File: config.mk
export PLATFORM = sky130hd
export DESIGN_NAME = dual_port_fifo_ctrl
export DESIGN_NICKNAME = d
export VERILOG_FILES = /design/src/rtl/dual_port_fifo_ctrl_pkg.sv /design/src/rtl/dual_port_fifo_ctrl_buf.sv /design/src/rtl/dual_port_fifo_ctrl.sv
export SDC_FILE = /design/constraint.sdc
export NUM_CORES = 1
export LEC_CHECK = 0
export ABC_AREA = 0
export BUFFER_PORTS_ARGS = -buffer_cell sky130_fd_sc_hd__buf_2
export CAP_MARGIN = 20
export CORE_UTILIZATION = 58
export CTS_BUF_LIST = sky130_fd_sc_hd__clkbuf_4 sky130_fd_sc_hd__clkbuf_8
export CTS_CLUSTER_SIZE = 28
export DETAILED_ROUTE_END_ITERATION = 16
export PLACE_DENSITY = 0.87
export SLEW_MARGIN = 20
export SYNTH_ARGS = -nofsm -noshare
export SYNTH_HDL_FRONTEND = slang
export SYNTH_HIERARCHICAL = 1
export SYNTH_SLANG_ARGS = --single-unit
File: constraint.sdc
create_clock -name clk -period 3.8 [get_ports clk]
set_input_delay 0.38 -clock clk [delete_from_list [all_inputs] [get_ports clk]]
set_output_delay 0.38 -clock clk [all_outputs]
set_load 0.005 [all_outputs]
File: src/rtl/dual_port_fifo_ctrl_pkg.sv
// Shared memory-controller definitions.
// Data width used by the FIFO controller and its buffer.
package MemoryController_Definitions;

  localparam int MEM_DATAWIDTH = 32;

endpackage

File: src/rtl/dual_port_fifo_ctrl_buf.sv
// Dual-port storage: one write port, one registered read port.
// Pointers are supplied by the owning controller.
module DualPortBuffer
  import MemoryController_Definitions::*;
#(
  parameter int BufferDepth = 16
) (
  input  logic                             clk,
  input  logic                             rst,
  input  logic                             we,
  input  logic [$clog2(BufferDepth)-1:0]   writePtr,
  input  logic [MEM_DATAWIDTH-1:0]         wdata,
  input  logic                             re,
  input  logic [$clog2(BufferDepth)-1:0]   readPtr,
  output logic [MEM_DATAWIDTH-1:0]         rdata
);

  logic [MEM_DATAWIDTH-1:0] mem [BufferDepth];

  // Storage itself is never reset; only the read register is.
  always_ff @(posedge clk) begin
    if (we) mem[writePtr] <= wdata;
  end

  always_ff @(posedge clk or negedge rst) begin
    if (!rst)    rdata <= '0;
    else if (re) rdata <= mem[readPtr];
  end

endmodule

File: src/rtl/dual_port_fifo_ctrl.sv
// Valid/ready FIFO controller around DualPortBuffer.
// Capacity is BufferDepth beats in memory plus the output register.
module dual_port_fifo_ctrl
  import MemoryController_Definitions::*;
#(
  parameter int BufferDepth   = 16,
  parameter int AlmostFullThr = BufferDepth - 2
) (
  input  logic                           clk,
  input  logic                           rst,
  input  logic                           flush,
  input  logic                           wr_valid,
  output logic                           wr_ready,
  input  logic [MEM_DATAWIDTH-1:0]       wr_data,
  output logic                           rd_valid,
  input  logic                           rd_ready,
  output logic [MEM_DATAWIDTH-1:0]       rd_data,
  output logic [$clog2(BufferDepth):0]   level,
  output logic                           almost_full,
  output logic                           empty
);

  localparam int PW = $clog2(BufferDepth);
  localparam int CW = PW + 1;
  localparam logic [CW-1:0] DEPTH = CW'(BufferDepth);
  localparam logic [CW-1:0] THR   = CW'(AlmostFullThr);

  logic [PW-1:0] wptr;
  logic [PW-1:0] rptr;
  logic [CW-1:0] mem_cnt;
  logic          push;
  logic          pop;

  assign wr_ready    = mem_cnt < DEPTH;
  assign push        = wr_valid && wr_ready && !flush;
  assign pop         = (mem_cnt != '0)
                    && (!rd_valid || rd_ready)
                    && !flush;
  assign level       = mem_cnt + CW'(rd_valid);
  assign almost_full = level >= THR;
  assign empty       = level == '0;

  always_ff @(posedge clk or negedge rst) begin
    if (!rst) begin
      wptr     <= '0;
      rptr     <= '0;
      mem_cnt  <= '0;
      rd_valid <= 1'b0;
    end else if (flush) begin
      wptr     <= '0;
      rptr     <= '0;
      mem_cnt  <= '0;
      rd_valid <= 1'b0;
    end else begin
      if (push) wptr <= wptr + PW'(1);
      if (pop)  rptr <= rptr + PW'(1);
      unique case (1'b1)
        (push && !pop): mem_cnt <= mem_cnt + CW'(1);
        (pop && !push): mem_cnt <= mem_cnt - CW'(1);
        default: ;
      endcase
      if (pop)           rd_valid <= 1'b1;
      else if (rd_ready) rd_valid <= 1'b0;
    end
  end

  DualPortBuffer #(
    .BufferDepth(BufferDepth)
  ) u_buf (
    .clk      (clk),
    .rst      (rst),
    .we       (push),
    .writePtr (wptr),
    .wdata    (wr_data),
    .re       (pop),
    .readPtr  (rptr),
    .rdata    (rd_data)
  );

`ifdef ASSERTION
  // Occupancy bounds imply distinct pointers whenever both ports fire.
  always_ff @(posedge clk) begin
    if (rst && push && pop)
      assert (wptr != rptr)
        else $error("buffer read/write pointer hazard");
  end
`endif

endmodule

==> results of run 1 <==
==> cell type report <==
cell class | count | area (µm²)
clock buffers | 121 | 1521
clock inverters | 34 | 232.7
fillers | 2162 | 12220
inverters | 4 | 15.01
multi-input cells | 357 | 4845
flip-flops and latches | 558 | 16530
well taps | 468 | 585.6
repair buffers | 113 | 745.7
==> routing by layer <==
layer	vias up	GRT usage	routed length [µm]	share of wire
met5	-	0	14	0.00031
met4	2	0.1067	1503	0.034
met3	114	0.04646	3250	0.073
met2	530	0.4056	23110	0.52
met1	5551	0.3115	16670	0.37
li1	4405	-	-	-
==> flip-flops by register name, summed over array words and instances (netlist names) <==
signal / count
mem_cnt: 5
rd_valid: 1
u_buf/rdata: 32
u_buf/mem: 512
rptr: 4
wptr: 4
==> cell families (layout without fill, tap and decap cells) <==
group	after synthesis	in the layout	share of synthesized area
AO/OA/AOI/OAI	81	81	0.03757
adder cells (fa/ha/maj)	8	8	0.004955
AND/OR/NAND/NOR	96	96	0.02075
buffers and inverters	57	272	0.02172
multiplexers	162	162	0.1499
XOR/XNOR	10	10	0.004033
flip-flops	558	558	0.7611
==> power by group through the flow <==
stage,Clock [µW],Sequential [µW],Combinational [µW]
after global routing,5300,7330,2660
after global placement,0,7410,2400
after detailed placement,0,7420,2480
after floorplan,0,7280,1850
after CTS,5060,7300,2510
final,4980,7290,2490
==> stage by stage <==
step                utilization  area [µm²]  cells
floorplan                     -       21720    972
global placement         0.6190       22710   1499
global route             0.6671       24480   1655
CTS                      0.6670       24480   1655
finish                   0.6671       24480   1655
detailed placement       0.6190       22710   1499
==> cell usage in the layout (no fill, tap or decap), drive strengths merged, types with 4 or more instances in the layout <==
cell type,instances
nand3,5
dfrtp,46
buf,112
mux2i,33
a221oi,32
o22ai,32
clkinv,28
ha,7
inv,7
nor2,57
nand2b,6
nor2b,4
mux4,128
xor2,6
xnor2,4
clkbuf,121
nand2,5
nor3,6
edfxtp,512
==> worst min-delay path: stages <==
cell and delay, ns:
buf_2 0.12, nand3_1 0.07, a31oi_1 0.08
==> worst max path at each step <==
stage / from / end / depth (start not counted)
6_report: mem_cnt[4]$_DFFE_PN0P_ / u_buf/mem[3][1]$_DFFE_PP_ / 5
5_1_grt: mem_cnt[4]$_DFFE_PN0P_ / u_buf/mem[3][1]$_DFFE_PP_ / 5
4_1_cts: mem_cnt[4]$_DFFE_PN0P_ / u_buf/mem[3][1]$_DFFE_PP_ / 5
3_5_place_dp: mem_cnt[4]$_DFFE_PN0P_ / u_buf/mem[3][6]$_DFFE_PP_ / 5
3_3_place_gp: mem_cnt[4]$_DFFE_PN0P_ / u_buf/mem[3][7]$_DFFE_PP_ / 5
2_1_floorplan: flush / u_buf/mem[4][0]$_DFFE_PP_ / 5
==> timing repair <==
action | CTS | global route
gates resized for setup | 0 | 0
endpoints found under the hold margin | 16 | 0
buffers inserted | 0 | 0
hold buffers | 1 | 0
==> flow_summary.toml, run 1 <==
[detailed_routing]
viasPerCell = 6.406
drtPass1Iterations = 5
remaining_drc_errors = 0
ant_nets = 0
wl_per_cell_um = 26.92
totalWireLength_um = 44550
drt-initial-drc-count = 849
vias = 10600

[finish]
area_growth_pct = 12.74
nNetsFinal = 1164
diodes = 0
drive_gt1_frac = 0.3673

[placement]
gp_congestion = 0.8066
io_buffers = 77
hpwl_um = 25830
dpl_worst_slack_ns = 0.9302

[hold_path]
hold_path_class = "in2reg"
whs_path_depth = 3
whs_endpoint = "mem_cnt[4]$_DFFE_PN0P_"
worstHoldStart = "wr_valid"

[setup_path]
crit_buf_inv = 1
cp-start-kind = "flip-flop"
cp_slowest_stage_delay_ns = 0.62
crit_arrival_ns = 3.19
critical-path-top-delay-family = "simple AND/OR/NAND/NOR gates"
timing.rr.start = "mem_cnt[4]$_DFFE_PN0P_"
reg2reg_slack_ns = 0.90
cp_max_fo = 17
worst_r2r_path_depth = 5
worstSetupPathType = "reg2reg"
end_kind = "flip-flop"
r2r_end = "u_buf/mem[3][1]$_DFFE_PP_"
slowest_stage = "or3b_2"
worstPathCellList = "nand2b_1 > nor2_1 > or3b_2 > nor2_4 > buf_4"
required_ns = 4.09

[sta]
fin_ws_ns = 0.9030
fmax_mhz = 345.2
fin_worst_hold_slack_ns = 0.06225
period_minus_slack_ns = 2.897
skew_ns = 0.04022
setup-tns-final_ns = 0
max_slew.worst_pin.slew_ns = 1.005
finalCritPeriodShare = 0.7624
final_hold_viol_count = 0
final-setup-viol-count = 0
slew_viol_final = 0
slew_headroom = 0.3302
rsz0062_at_grt = "false"

[clock_tree]
cts_buffer_depth = 3
cts_buffers = 85
clock_sinks = 558
root_buffer = "clkbuf_8"
clk_pin_slew_ns = 0.06
cts_tree = "done"
cts_htree_levels = 3
insertion_delay_ns = 0.64

[pwr]
p_total_uw = 14760
p_int_uw = 10890
cellLeakagePower_uw = 0.007925
swShare = 0.2623
clkPwrFrac = 0.337
peakVddDrop_mv = 0.3831
power.share.sequential = 0.494
combPwrFrac = 0.169
p_switching_uw = 3872
p_per_area_mw_per_mm2 = 603.1

[logic_synthesis]
yosys.cell_count.top_type = "edfxtp_1"
synth-seq-cells = 558
yosysWarnings = 6
ys_top_cells_by_count = "edfxtp_1, mux4_2, nor2_1, dfrtp_1, mux2i_1"
synth_nets = 1017
synth_area_leader_cell = "edfxtp_1"
ys_types = 54
synthTopCellsByArea = "edfxtp_1, mux4_2, dfrtp_1"
netlist_area_mm2 = 0.02171
synth_edf_count = 512
async_flop_share = 0.08244
syn_area_per_cell_um2 = 22.34
synth_top_area_frac = 0.7081
ys_seq_area_frac = 0.7611
synthCells = 972
synth_flop_cell = "edfxtp_1"

[grt]
grt-ovfl-total = 0
antenna_found_initial = 1
grt_pass1_wl_um = 67160
grt_max_degree = 66
grt_pass1_vias = 11070
grtUsageTotal = 0.2420

[run]
cap_violations = 0

[die]
chipHeight_um = 195.5
dieArea_mm2 = 0.03821
core_area_mm2 = 0.03670
io_pins = 78
fp.dieW_um = 195.5
floorplan.initialDensity = 0.5917
placementRows = 70

[run_status]
status = "finished, final reports clean"
No activity file was read; power rests on OpenSTA's default activity.
==> run 2: changes to the inputs <==
--- a/config.mk
+++ b/config.mk
@@ -8,7 +8,7 @@
 export ABC_AREA = 0
 export BUFFER_PORTS_ARGS = -buffer_cell sky130_fd_sc_hd__buf_2
 export CAP_MARGIN = 20
-export CORE_UTILIZATION = 58
+export CORE_UTILIZATION = 60
 export CTS_BUF_LIST = sky130_fd_sc_hd__clkbuf_4 sky130_fd_sc_hd__clkbuf_8
 export CTS_CLUSTER_SIZE = 28
 export DETAILED_ROUTE_END_ITERATION = 16
==> constraint.sdc (replaced) <==
create_clock -name clk -period 2.72 [get_ports clk]
set_input_delay 0.272 -clock clk [delete_from_list [all_inputs] [get_ports clk]]
set_output_delay 0.272 -clock clk [all_outputs]
set_load 0.005 [all_outputs]
==> run 2 against run 1 <==
Count of clock-buffer cells in the layout is 10 higher. Sequential power grew 40%. Final area grew 1.5%. First-iteration DRC count up 33%. Global-route usage rose by 1.2 points. Flip-flop and latch count did not move. Die area decreased by 3.3%. Clock skew down 0.0065 ns. Worst setup slack lost 0.85 ns. Largest cell class unchanged. Highest routed layer unchanged.
==> flow_summary.toml, run 2 (synthesized netlist as in run 1, its figures left out) <==
[pwr]
combPwrFrac = 0.175
p_int_uw = 15220
power.share.sequential = 0.493
swShare = 0.2612
p_switching_uw = 5382
peakVddDrop_mv = 0.4217
clkPwrFrac = 0.332
p_per_area_mw_per_mm2 = 828.9
cellLeakagePower_uw = 0.008056

[hold_path]
hold_path_class = "in2reg"
worstHoldStart = "flush"

[finish]
drive_gt1_frac = 0.3722
fin_area_mm2 = 0.02486
reg.largest.list = "u_buf/mem (512), u_buf/rdata (32), mem_cnt (5)"
area_growth_pct = 14.47
final_cells = 1670
top_register = "u_buf/mem"
nNetsFinal = 1186
layout_common_cells = "edfxtp_1, mux4_2, clkbuf_8, buf_2, nor2_1"
final_common_cell = "edfxtp_1"
largest_register_ff_count = 512
diodes = 0

[die]
placementRows = 69
core_area_mm2 = 0.03557
fp.dieW_um = 192.2
chipHeight_um = 192.2
floorplan.initialDensity = 0.6105
dieArea_mm2 = 0.03695
io_pins = 78

[clock_tree]
root_buffer = "clkbuf_8"
cts_htree_levels = 3
clk_pin_slew_ns = 0.06
clock_sinks = 558
cts_tree = "done"
cts_buffer_depth = 3
cts_buffers = 83
insertion_delay_ns = 0.64
postCtsSetupBuffers = 0

[grt]
grtUsageTotal = 0.2539
antenna_found_initial = 1
grt_pass1_wl_um = 67040
grt_pass1_vias = 11270
grt-ovfl-total = 0
grt_max_degree = 59

[setup_path]
worstPathCellList = "or4_4 > o21ai_4 > nor3_1 > ha_1 > nand2b_1 > a21oi_1 > or4_1 > a31oi_1"
critical-path-top-delay-family = "simple AND/OR/NAND/NOR gates"
end_kind = "flip-flop"
cp_max_fo = 4
crit_arrival_ns = 3.20
timing.rr.start = "mem_cnt[0]$_DFFE_PN0P_"
required_ns = 3.25
reg2reg_slack_ns = 0.05
worstSetupStartpoint = "mem_cnt[0]$_DFFE_PN0P_"
slowest_stage = "or4_4"
cp_slowest_stage_delay_ns = 0.58
worstSetupPathType = "reg2reg"
crit_buf_inv = 0
cp-start-kind = "flip-flop"

[sta]
rsz0062_at_grt = "true"
final-setup-viol-count = 0
max_slew.worst_pin.slew_ns = 0.9755
final_hold_viol_count = 0
period_minus_slack_ns = 2.668
fin_worst_hold_slack_ns = 0.02162
slew_viol_final = 0
skew_ns = 0.03372
fmax_mhz = 374.8
finalCritPeriodShare = 0.9808
slew_headroom = 0.3481
setup-tns-final_ns = 0

[run]
cap_violations = 0

[detailed_routing]
viasPerCell = 6.389
totalWireLength_um = 44800
vias = 10670
drtPass1Iterations = 5
ant_nets = 0
remaining_drc_errors = 0
drt-initial-drc-count = 1132
wl_per_cell_um = 26.83

[placement]
place_area_mm2 = 0.02297
dp_cells = 1502
io_buffers = 77
hpwl_um = 24260
gp_congestion = 0.7515

[run_status]
status = "finished, final reports clean"
run 2: worst reg2reg max path, cell delays in order, from the launching register on:
cell and delay, ns:
dfrtp_1 0.38, or4_4 0.58, o21ai_4 0.25, nor3_1 0.15, ha_1 0.36, nand2b_1 0.09
a21oi_1 0.10, or4_1 0.51, a31oi_1 0.17
run 2: cell type report:
type | instances | area [µm²]
clock buffers | 131 | 1559
clock inverters | 22 | 161.4
fillers | 2031 | 10710
inverters | 4 | 15.01
multi-input cells | 357 | 4870
flip-flops and latches | 558 | 16530
well taps | 461 | 576.8
repair buffers | 137 | 1140
run 2: timing repair:
| action | in CTS | in global routing |
|---|---|---|
| hold buffers | 15 | 0 |
| setup endpoints to repair | 0 | 12 |
| gates resized for setup | 0 | 2 |
| endpoints found under the hold margin | 125 | 0 |
run 2: metrics by stage:
step           total power, µW  setup WS (ns)  utilization
4_1_cts                  20720       0.007227       0.6985
6_report                 20600        0.05216       0.6988
3_3_place_gp             13740         0.1345       0.6459
2_1_floorplan            12760        -0.4605            -
3_5_place_dp             13890        0.01225       0.6459
5_1_grt                  21410       -0.05710       0.6988
run 2: metal layers:
layer	part of all wire	track usage	up-vias
met2	0.52	0.4300	540
met3	0.081	0.04787	93
met1	0.37	0.3316	5576
met4	0.025	0.09055	2
li1	-	-	4458
met5	0.00018	0	-
run 2: path summary, 6_finish.rpt:
check	to	depth (start not counted)
max reg2reg	mem_cnt[4]$_DFFE_PN0P_	8
max	mem_cnt[4]$_DFFE_PN0P_	8
min reg2reg	u_buf/rdata[28]$_DFFE_PN0P_	2
min in group asynchronous	u_buf/rdata[4]$_DFFE_PN0P_	3
min	rptr[3]$_DFFE_PN0P_	2
max in group asynchronous	rptr[2]$_DFFE_PN0P_	3
run 2: power groups by stage:
stage	Sequential, µW	Combinational (µW)	Clock (µW)
after floorplan	10200	2580	0
after global placement	10300	3420	0
after detailed placement	10300	3550	0
after CTS	10200	3620	6930
after global routing	10200	3890	7310
final	10200	3610	6830
==> run 3: changes to the inputs <==
--- a/config.mk
+++ b/config.mk
@@ -13,6 +13,7 @@
 export CTS_CLUSTER_SIZE = 28
 export DETAILED_ROUTE_END_ITERATION = 16
 export PLACE_DENSITY = 0.87
+export SETUP_SLACK_MARGIN = 0.3
 export SLEW_MARGIN = 20
 export SYNTH_ARGS = -nofsm -noshare
 export SYNTH_HDL_FRONTEND = slang
==> run 3 against run 2 <==
Wire length grew 8.0%. Final area up 1.6%. Combinational power rose by 7.2%. Largest cell class unchanged. Sequential share of layout area decreased by 1.0 points. Critical path depth decreased by 2. Critical endpoint is now empty. Clock skew is 0.0064 ns higher. Flip-flop and latch count unchanged. Final cell count increased by 1.8%. Via count increased by 2.6%. Count of clock-buffer cells in the layout increased by 9. Global-route usage up 1.9 points. Sequential power is essentially flat.
==> flow_summary.toml, run 3 (synthesized netlist as in run 1, its figures left out) <==
[grt]
grt-ovfl-total = 0
use_met1 = 0.3396
grt_use_met3 = 0.05207
grtUsageMet2 = 0.4678
grtUsageTotal = 0.2728
antenna_found_initial = 0
grt_pass1_wl_um = 70970
grt_pass1_vias = 11570
grt_max_degree = 65
busiest_layer = "met2"

[detailed_routing]
drtPass1Iterations = 5
drt-initial-drc-count = 992
ant_nets = 0
wl_per_cell_um = 28.47
vias = 10950
remaining_drc_errors = 0
totalWireLength_um = 48400
viasPerCell = 6.441

[finish]
area_growth_pct = 16.29
layout_common_cells = "edfxtp_1, mux4_2, clkbuf_8, buf_2"
diodes = 0
final_common_cell = "edfxtp_1"
reg.largest.list = "u_buf/mem (512), u_buf/rdata (32), mem_cnt (5)"
drive_gt1_frac = 0.3874
multi_input_area_mm2 = 0.004965
top_register = "u_buf/mem"
nFillCells = 2040
largest_register_ff_count = 512
nNetsFinal = 1215
seq_area_mm2 = 0.01654
final_cells = 1700

[sta]
final_hold_viol_count = 0
fmax_mhz = 412.7
finalCritPeriodShare = 0.8908
period_minus_slack_ns = 2.423
fin_ws_ns = 0.2970
final-setup-viol-count = 0
slew_viol_final = 0
setup-tns-final_ns = 0
skew_ns = 0.04013
rsz0062_at_grt = "true"
max_slew.worst_pin.slew_ns = 1.131
slew_headroom = 0.2462

[clock_tree]
cts_buffer_depth = 3
clock_sinks = 558
insertion_delay_ns = 0.65
cts_tree = "done"
cts_buffers = 83
root_buffer = "clkbuf_8"
cts_htree_levels = 3
clk_pin_slew_ns = 0.06

[pwr]
cellLeakagePower_uw = 0.008226
p_int_uw = 15620
combPwrFrac = 0.182
p_per_area_mw_per_mm2 = 840.4
swShare = 0.2639
peakVddDrop_mv = 0.4822
clkPwrFrac = 0.338
power.share.sequential = 0.479
p_switching_uw = 5600

[die]
chipHeight_um = 192.2
io_pins = 78
core_area_mm2 = 0.03557
dieArea_mm2 = 0.03695
placementRows = 69
fp.dieW_um = 192.2
floorplan.initialDensity = 0.6105

[setup_path]
cp_max_fo = 3
cp-start-kind = "flip-flop"
worstSetupPathType = "reg2out"
crit_arrival_ns = 2.15
required_ns = 2.45
end_kind = "output port"

[run]
cap_violations = 0

[placement]
hpwl_um = 26120
dp_cells = 1505
dpl_worst_slack_ns = 0.2049
io_buffers = 77
gp_congestion = 0.7749

[run_status]
status = "finished, final reports clean"

[hold_path]
hold_path_class = "in2reg"
-- run 3: area by class of cell --
class | count | area share
Multi-Input combinational cell | 357 | 0.1966
Timing Repair Buffer | 166 | 0.05371
Clock inverter | 14 | 0.004212
Tap cell | 461 | 0.02284
Clock buffer | 140 | 0.06714
Sequential cell | 558 | 0.6549
Inverter | 4 | 0.0005946
-- run 3: path summary, 6_finish.rpt --
path | to | depth (start not counted) | slack, ns | start
max | empty | 6 | 0.30 | mem_cnt[0]$_DFFE_PN0P_
max in group asynchronous | rptr[0]$_DFFE_PN0P_ | 3 | 1.76 | rst
max reg2reg | mem_cnt[4]$_DFFE_PN0P_ | 9 | 0.36 | mem_cnt[3]$_DFFE_PN0P_
min reg2reg | u_buf/rdata[9]$_DFFE_PN0P_ | 2 | 0.58 | u_buf/rdata[9]$_DFFE_PN0P_
min in group asynchronous | u_buf/rdata[1]$_DFFE_PN0P_ | 2 | 0.25 | rst
min | u_buf/mem[5][16]$_DFFE_PP_ | 1 | 0.03 | wr_data[16]
-- run 3: critical path, stage by stage (launching register included) --
cell and delay [ns]:
dfrtp_1 0.41, ha_2 0.22, ha_4 0.17, xor2_2 0.15, or3_1 0.30, nor3_1 0.14, buf_2 0.14
-- run 3: per-layer routing --
layer  vias to the layer above  part of all wire
met2                       559              0.53
met5                         -                 0
met4                         0             0.036
li1                       4509                 -
met3                       121             0.072
met1                      5760              0.36
-- run 3: power by group through the flow --
stage / logic, µW / registers [µW] / clock network (µW)
finish: 3870 / 10200 / 7180
global route: 4140 / 10200 / 7620
CTS: 3770 / 10200 / 7270
detailed placement: 3580 / 10300 / 0
global placement: 3400 / 10300 / 0
floorplan: 2600 / 10200 / 0
-- run 3: what timing repair did --
action                                  CTS  global route
pin swaps                                 5             9
setup buffers                             7             1
gates resized for setup                   5            13
endpoints found under the setup margin    3            21
hold endpoints to repair                439             0
hold buffers                             33             0
-- run 3: through the flow --
step | hold WS [ns] | total power, µW | instance area [µm²] | utilization
after floorplan | -0.02359 | 12780 | 21780 | -
after global placement | 0.3638 | 13720 | 22960 | 0.6456
after detailed placement | 0.3658 | 13930 | 22960 | 0.6456
after CTS | 0.001935 | 21210 | 25160 | 0.7074
after global routing | 0.02306 | 21960 | 25250 | 0.7099
final | 0.03266 | 21220 | 25250 | 0.7099
